File: config.mk
export PLATFORM = sky130hd
export DESIGN_NAME = uart_rx_fifo_flat
export DESIGN_NICKNAME = d
export VERILOG_FILES = /design/src/rtl/uart_rx_fifo_pkg.sv /design/src/rtl/uart_rx_fifo_if.sv /design/src/rtl/uart_rx_fifo_sync_fifo.sv /design/src/rtl/uart_rx_fifo.sv /design/src/flat_wrapper.sv
export SDC_FILE = /design/constraint.sdc
export NUM_CORES = 1
export LEC_CHECK = 0
export CAP_MARGIN = 10
export CORE_MARGIN = 3
export CORE_UTILIZATION = 59
export DETAILED_ROUTE_END_ITERATION = 12
export PLACE_DENSITY = 0.78
export SYNTH_ARGS = -nofsm -noshare
export SYNTH_HDL_FRONTEND = slang
export SYNTH_SLANG_ARGS = --single-unit
File: constraint.sdc
create_clock -name clk_in -period 2.3 [get_ports clk_in]
set_input_delay 0.345 -clock clk_in [delete_from_list [all_inputs] [get_ports clk_in]]
set_output_delay 0.345 -clock clk_in [all_outputs]
set_load 0.02 [all_outputs]
File: src/rtl/uart_rx_fifo_pkg.sv
// Shared types and constants for the UART receive front end.
// Baud divisor for 100 MHz / 9600 and the receiver state encoding.
package uart_pkg;

  localparam int BAUD_DIV_9600 = 10416;

  typedef enum logic [2:0] {
    S_IDLE,
    S_START,
    S_DATA,
    S_PARITY,
    S_STOP
  } rx_state_t;

endpackage

File: src/rtl/uart_rx_fifo_if.sv
// Valid/ready byte stream from the UART receiver FIFO to its consumer.
// master = receiver side, slave = consumer side.
interface uart_rx_fifo_if #(
  parameter int DATA_WIDTH = 8
);

  logic [DATA_WIDTH-1:0] rx_data;
  logic                  rx_valid;
  logic                  rx_ready;

  modport master (
    output rx_data,
    output rx_valid,
    input  rx_ready
  );

  modport slave (
    input  rx_data,
    input  rx_valid,
    output rx_ready
  );

endinterface

File: src/rtl/uart_rx_fifo_sync_fifo.sv
// Synchronous FIFO with wrap-bit pointers; a pop frees a slot for a
// same-cycle push when full. dout reads 0 while empty.
module sync_fifo #(
  parameter int DATA_WIDTH = 8,
  parameter int FIFO_DEPTH = 4
) (
  input  logic                  clk,
  input  logic                  rst,
  input  logic                  push,
  input  logic [DATA_WIDTH-1:0] din,
  input  logic                  pop,
  output logic                  full,
  output logic                  empty,
  output logic                  drop,
  output logic [DATA_WIDTH-1:0] dout
);

  localparam int AW = $clog2(FIFO_DEPTH);
  localparam logic [AW:0] ONE = 1;

  logic [AW:0] wr_ptr_q, wr_ptr_d;
  logic [AW:0] rd_ptr_q, rd_ptr_d;
  logic [DATA_WIDTH-1:0] mem_q [FIFO_DEPTH];
  logic do_push, do_pop;

  assign empty = wr_ptr_q == rd_ptr_q;
  assign full = (wr_ptr_q[AW] != rd_ptr_q[AW]) &&
                (wr_ptr_q[AW-1:0] == rd_ptr_q[AW-1:0]);
  assign do_pop  = pop && !empty;
  assign do_push = push && (!full || do_pop);
  assign drop    = push && !do_push;
  assign dout    = empty ? '0 : mem_q[rd_ptr_q[AW-1:0]];

  always_comb begin
    wr_ptr_d = wr_ptr_q;
    rd_ptr_d = rd_ptr_q;
    if (do_push) wr_ptr_d = wr_ptr_q + ONE;
    if (do_pop)  rd_ptr_d = rd_ptr_q + ONE;
  end

  always_ff @(posedge clk) begin
    if (rst) begin
      wr_ptr_q <= '0;
      rd_ptr_q <= '0;
    end else begin
      wr_ptr_q <= wr_ptr_d;
      rd_ptr_q <= rd_ptr_d;
    end
  end

  always_ff @(posedge clk) begin
    if (do_push) mem_q[wr_ptr_q[AW-1:0]] <= din;
  end

endmodule

File: src/rtl/uart_rx_fifo.sv
// UART receiver: 2-flop sync, mid-bit sampling, framing check, output FIFO.
// Optional parity check enabled by defining UART_RX_PARITY_EN.
module uart_rx_fifo
  import uart_pkg::*;
#(
  parameter int DIVISOR    = BAUD_DIV_9600,
  parameter int DATA_WIDTH = 8,
  parameter int STOP_BITS  = 1,
  parameter int FIFO_DEPTH = 4
`ifdef UART_RX_PARITY_EN
  , parameter bit PARITY_ODD = 1'b0
`endif
) (
  input  logic  clk_in,
  input  logic  rst_in,
  input  logic  data_in,
  uart_rx_fifo_if.master rx_if,
  output logic  frame_err,
  output logic  overrun,
`ifdef UART_RX_PARITY_EN
  output logic  parity_err,
`endif
  output logic  busy
);

  localparam int CW   = $clog2(DIVISOR);
  localparam int IW   = $clog2(DATA_WIDTH);
  localparam int HALF = DIVISOR / 2 - 1;

  logic sync1_q, sync2_q, line;
  rx_state_t state_q, state_d;
  logic [CW-1:0] cnt_q, cnt_d;
  logic [IW-1:0] idx_q, idx_d;
  logic [DATA_WIDTH-1:0] shift_q, shift_d;
  logic sidx_q, sidx_d;
  logic stop_bad_q, stop_bad_d;
  logic frame_err_q, frame_err_d;
  logic overrun_q, overrun_d;
  logic par_bad_q, par_bad_d;
`ifdef UART_RX_PARITY_EN
  logic parity_err_q, parity_err_d;
`endif
  logic push, bad, mid;
  logic fifo_full, fifo_empty, fifo_drop;

  assign line = sync2_q;
  assign mid  = cnt_q == CW'(DIVISOR - 1);

  always_comb begin
    state_d     = state_q;
    cnt_d       = cnt_q;
    idx_d       = idx_q;
    shift_d     = shift_q;
    sidx_d      = sidx_q;
    stop_bad_d  = stop_bad_q;
    frame_err_d = frame_err_q;
    overrun_d   = overrun_q;
    par_bad_d   = par_bad_q;
`ifdef UART_RX_PARITY_EN
    parity_err_d = parity_err_q;
`endif
    push = 1'b0;
    bad  = stop_bad_q | ~line;
    unique case (state_q)
      S_IDLE: begin
        if (!line) begin
          state_d = S_START;
          cnt_d   = '0;
        end
      end
      S_START: begin
        if (line) begin
          state_d = S_IDLE;
        end else if (cnt_q == CW'(HALF)) begin
          state_d   = S_DATA;
          cnt_d     = '0;
          idx_d     = '0;
          par_bad_d = 1'b0;
        end else begin
          cnt_d = cnt_q + CW'(1);
        end
      end
      S_DATA: begin
        if (mid) begin
          cnt_d          = '0;
          shift_d[idx_q] = line;
          if (idx_q == IW'(DATA_WIDTH - 1)) begin
`ifdef UART_RX_PARITY_EN
            state_d = S_PARITY;
`else
            state_d = S_STOP;
`endif
            sidx_d     = 1'b0;
            stop_bad_d = 1'b0;
          end else begin
            idx_d = idx_q + IW'(1);
          end
        end else begin
          cnt_d = cnt_q + CW'(1);
        end
      end
`ifdef UART_RX_PARITY_EN
      S_PARITY: begin
        if (mid) begin
          cnt_d     = '0;
          state_d   = S_STOP;
          par_bad_d = (^shift_q ^ line) != PARITY_ODD;
          if (par_bad_d) parity_err_d = 1'b1;
        end else begin
          cnt_d = cnt_q + CW'(1);
        end
      end
`endif
      S_STOP: begin
        if (mid) begin
          cnt_d = '0;
          if (sidx_q == 1'(STOP_BITS - 1)) begin
            state_d = S_IDLE;
            if (bad) frame_err_d = 1'b1;
            else if (!par_bad_q) push = 1'b1;
          end else begin
            sidx_d     = 1'b1;
            stop_bad_d = bad;
          end
        end else begin
          cnt_d = cnt_q + CW'(1);
        end
      end
      default: state_d = S_IDLE;
    endcase
    if (fifo_drop) overrun_d = 1'b1;
  end

  always_ff @(posedge clk_in) begin
    if (rst_in) begin
      sync1_q     <= 1'b1;
      sync2_q     <= 1'b1;
      state_q     <= S_IDLE;
      cnt_q       <= '0;
      idx_q       <= '0;
      shift_q     <= '0;
      sidx_q      <= 1'b0;
      stop_bad_q  <= 1'b0;
      frame_err_q <= 1'b0;
      overrun_q   <= 1'b0;
      par_bad_q   <= 1'b0;
`ifdef UART_RX_PARITY_EN
      parity_err_q <= 1'b0;
`endif
    end else begin
      sync1_q     <= data_in;
      sync2_q     <= sync1_q;
      state_q     <= state_d;
      cnt_q       <= cnt_d;
      idx_q       <= idx_d;
      shift_q     <= shift_d;
      sidx_q      <= sidx_d;
      stop_bad_q  <= stop_bad_d;
      frame_err_q <= frame_err_d;
      overrun_q   <= overrun_d;
      par_bad_q   <= par_bad_d;
`ifdef UART_RX_PARITY_EN
      parity_err_q <= parity_err_d;
`endif
    end
  end

  sync_fifo #(
    .DATA_WIDTH (DATA_WIDTH),
    .FIFO_DEPTH (FIFO_DEPTH)
  ) u_fifo (
    .clk   (clk_in),
    .rst   (rst_in),
    .push  (push),
    .din   (shift_q),
    .pop   (rx_if.rx_ready),
    .full  (fifo_full),
    .empty (fifo_empty),
    .drop  (fifo_drop),
    .dout  (rx_if.rx_data)
  );

  assign rx_if.rx_valid = ~fifo_empty;
  assign frame_err      = frame_err_q;
  assign overrun        = overrun_q;
  assign busy           = state_q != S_IDLE;
`ifdef UART_RX_PARITY_EN
  assign parity_err     = parity_err_q;
`endif

  logic unused_ok;
  assign unused_ok = fifo_full;

endmodule

File: src/flat_wrapper.sv
// flat-port wrapper written by rule: the top's interface ports become plain ports
module uart_rx_fifo_flat import uart_pkg::*;
#(
  parameter int DIVISOR    = BAUD_DIV_9600,
  parameter int DATA_WIDTH = 8,
  parameter int STOP_BITS  = 1,
  parameter int FIFO_DEPTH = 4

)
  (clk_in, rst_in, data_in, frame_err, overrun, busy, rx_if_rx_data, rx_if_rx_valid, rx_if_rx_ready);
  uart_rx_fifo_if #(.DATA_WIDTH(DATA_WIDTH)) rx_if_i ();
  input  logic clk_in;
  input  logic rst_in;
  input  logic data_in;
  output logic frame_err;
  output logic overrun;
  output logic busy;
  output wire logic [$bits(rx_if_i.rx_data)-1:0] rx_if_rx_data;
  output wire logic [$bits(rx_if_i.rx_valid)-1:0] rx_if_rx_valid;
  input wire logic [$bits(rx_if_i.rx_ready)-1:0] rx_if_rx_ready;
  assign rx_if_rx_data = rx_if_i.rx_data;
  assign rx_if_rx_valid = rx_if_i.rx_valid;
  assign rx_if_i.rx_ready = rx_if_rx_ready;
  uart_rx_fifo #(.DIVISOR(DIVISOR), .DATA_WIDTH(DATA_WIDTH), .STOP_BITS(STOP_BITS), .FIFO_DEPTH(FIFO_DEPTH)) u_core (.clk_in(clk_in), .rst_in(rst_in), .data_in(data_in), .rx_if(rx_if_i), .frame_err(frame_err), .overrun(overrun), .busy(busy));
endmodule
==> metrics.csv <==
metric,value,unit
status,"complete, no violations",
CP required,1960,ps
dpl cell area,0.00353,mm²
ratio of cells with drive above 1 in the final layout,0.145,
RSZ-0062 raised after global routing,false,
WP data arrival,1800,ps
Final Cycle Share,0.934,
core area,0.00524,mm²
TNS Setup,0,ps
# DRC,0,
routed vias/inst,5.58,
synthesis-stage register bit count,73,
CP max stage cell,clkdlybuf4s50_1,
Area Overhead vs Synth,14.3,%
I/O Pins,16,
Synth cell types,44,
worst skew pair latency,340,ps
mapped cell area,0.00326,mm²
DRT Pass-1 Iters,4,
Antenna diodes,0,
Synth area leaders,"edfxtp_1 (29%), dfxtp_1 (25%), mux4_2 (5.5%), nor2_1 (4.3%), ha_1 (3.4%)",
P_leak,0.00130,µW
worst slack at placement,-69.1,ps
DR WL/cell,14.8,µm
Synth Net Count,303,
Final Util,0.713,
"Seq/Total Area, Yosys",0.546,
global-route wire length before repair,9880,µm
Die Ht,80.4,µm
DR vias,2164,
die area,0.00646,mm²
vias in the first global route,2065,
Final setup viols,0,
HP Class,register to register,
CTS Buffer Depth,2,
most numerous cell in the Yosys netlist,dfxtp_1,
post-route design area,0.00373,mm²
Sequential Area,0.00178,mm²
# H-tree levels,3,
"Cell Chain, Critical Path","xor2_1, and3b_2, inv_1, clkdlybuf4s50_1",
Rows,26,
fill cell count,367,
CP peak stage delay,590,ps
min Tclk post-route,2150,ps
Total Routed Length,5730,µm
Worst VDD drop,0.398,mV
Startpoint Class,register,
commonest cells in the netlist,"dfxtp_1 (41), nor2_1 (37), edfxtp_1 (32)",
asr flop ratio synth,0,
maxcap violations,0,
multi-input gate area in the final layout,0.00139,mm²
Synth Instances,290,
CTS tree,done,
Die W,80.4,µm
Setup WS post-layout,151,ps
number of buffers created by CTS,9,
largest net degree at the start of global routing,18,
Clock Sinks,73,
port buffer count,15,
CTS Hold Bufs,0,
Initial Util,0.623,
CTS root buffer,clkbuf_8,
hpwl dp,4030,µm
Mean Syn Cell Area,11.3,µm²
GR Overflow Total,0,
Synth top area share,0.294,
Iter 0 DRT Violations,157,
hold_ws,410,ps
GP Congestion,0.791,
Power Density,636,mW/mm²
Most used DFF post-synth,dfxtp_1,
Crit. End Element,output pin,
Total GRT Usage,0.203,
Final ANT Viol Nets,0,
clock-pin slew on the worst setup and hold paths,80,ps
f_max,465,MHz
Worst Path Buf+Inv,2,
worst-margin pin slew,582,ps
Clock Skew,6.96,ps
initial antenna violation count,0,
Syn. warnings,0,
Hold Fails Final Rpt,0,
Worst path top cell family by delay,buffers and inverters,
NumNets Final,326,
Max transition margin,0.612,
Slew Limit Fails,0,
kind of critical path,register to output pin,
"EDFF count, synth",32,
cell taking the most area after synthesis,edfxtp_1,
Crit Path Max Fanout,4,
[flip-flops by register name, indices dropped and copies added (netlist names), 3 cells and up, named ones only]
register and flops:
u_core.u_fifo.wr_ptr_q 3, u_core.shift_q 8, u_core.u_fifo.rd_ptr_q 3, u_core.state_q 3, u_core.u_fifo.mem_q 32, u_core.idx_q 3, u_core.cnt_q 14
[worst register-to-register path, cell delays in order (launching register included)]
cell     delay, ps
dfxtp_1        340
ha_1           210
and4_1         210
nand4_1         90
buf_4          200
nor4_4         390
and2_2         360
[metal layers]
metal  routed length [µm]  vias to the layer above  share of wire  global-route usage
met5                    0                        -              0                   0
met4                   63                        0          0.011              0.0659
met3                  189                        6          0.033              0.0572
met2                 2770                       38           0.48               0.323
met1                 2710                     1023           0.47               0.269
li1                     -                     1097              -                   -
[cell usage in the layout, fill, tap and decap left out, types with 5 or more instances in the layout]
master,count
nand2_1,9
nor3_1,7
dlygate4sd2_1,8
edfxtp_1,32
mux4_2,8
nand2b_1,7
clkdlybuf4s50_1,7
nand4_1,11
o21ai_0,8
dfxtp_1,41
a21oi_1,15
mux2i_1,7
nor2_1,37
or3_1,5
inv_1,8
nor2b_1,8
clkbuf_8,10
ha_1,9
buf_4,14
xor2_1,7
xnor2_1,12
[kinds of logic after synthesis]
| kind of cell | share of synthesized area |
|---|---|
| fa+ha+maj | 0.0345 |
| xor+xnor | 0.0510 |
| compound gates | 0.0724 |
| buf+inv | 0.0303 |
| mux | 0.0767 |
| flops | 0.546 |
| simple gates | 0.189 |
[timing repair]
action                                 in CTS  in global routing
setup endpoints to repair                   9                 34
pin swaps                                   0                  0
endpoints found under the hold margin       0                  0
gates resized for setup                     9                  4
buffers inserted                            0                  1
[through the flow]
stage / power (µW) / cells
floorplan: 1400 / 290
global placement: 1420 / 371
global route: 2460 / 388
finish: 2380 / 388
detailed placement: 1420 / 371
CTS: 2400 / 387
[final cells by class]
class	instances	area share
multi-input cells	192	0.372
flip-flops and latches	73	0.477
well taps	70	0.0235
clock inverters	5	0.0151
clock buffers	11	0.0379
repair buffers	29	0.0657
inverters	8	0.00805
[report_power, final]
group	switching, µW	internal [µW]	leakage (µW)
clock	457	529	0.0000993
sequential	2.16	1340	0.000627
combinational	24.8	18.8	0.000577
total	484	1890	0.00130
[worst paths after layout]
path                                   from                   endpoint  slack (ps)  cells after the start
setup / recovery  u_core.u_fifo.rd_ptr_q[2]             rx_if_rx_valid         150                      4
hold / removal               u_core.sync1_q                u_core.line         410                      1
setup reg to reg            u_core.cnt_q[1]  u_core.u_fifo.mem_q[1][5]         200                      6
hold reg to reg              u_core.sync1_q                u_core.line         410                      1
(Power assumes the default switching activity.)
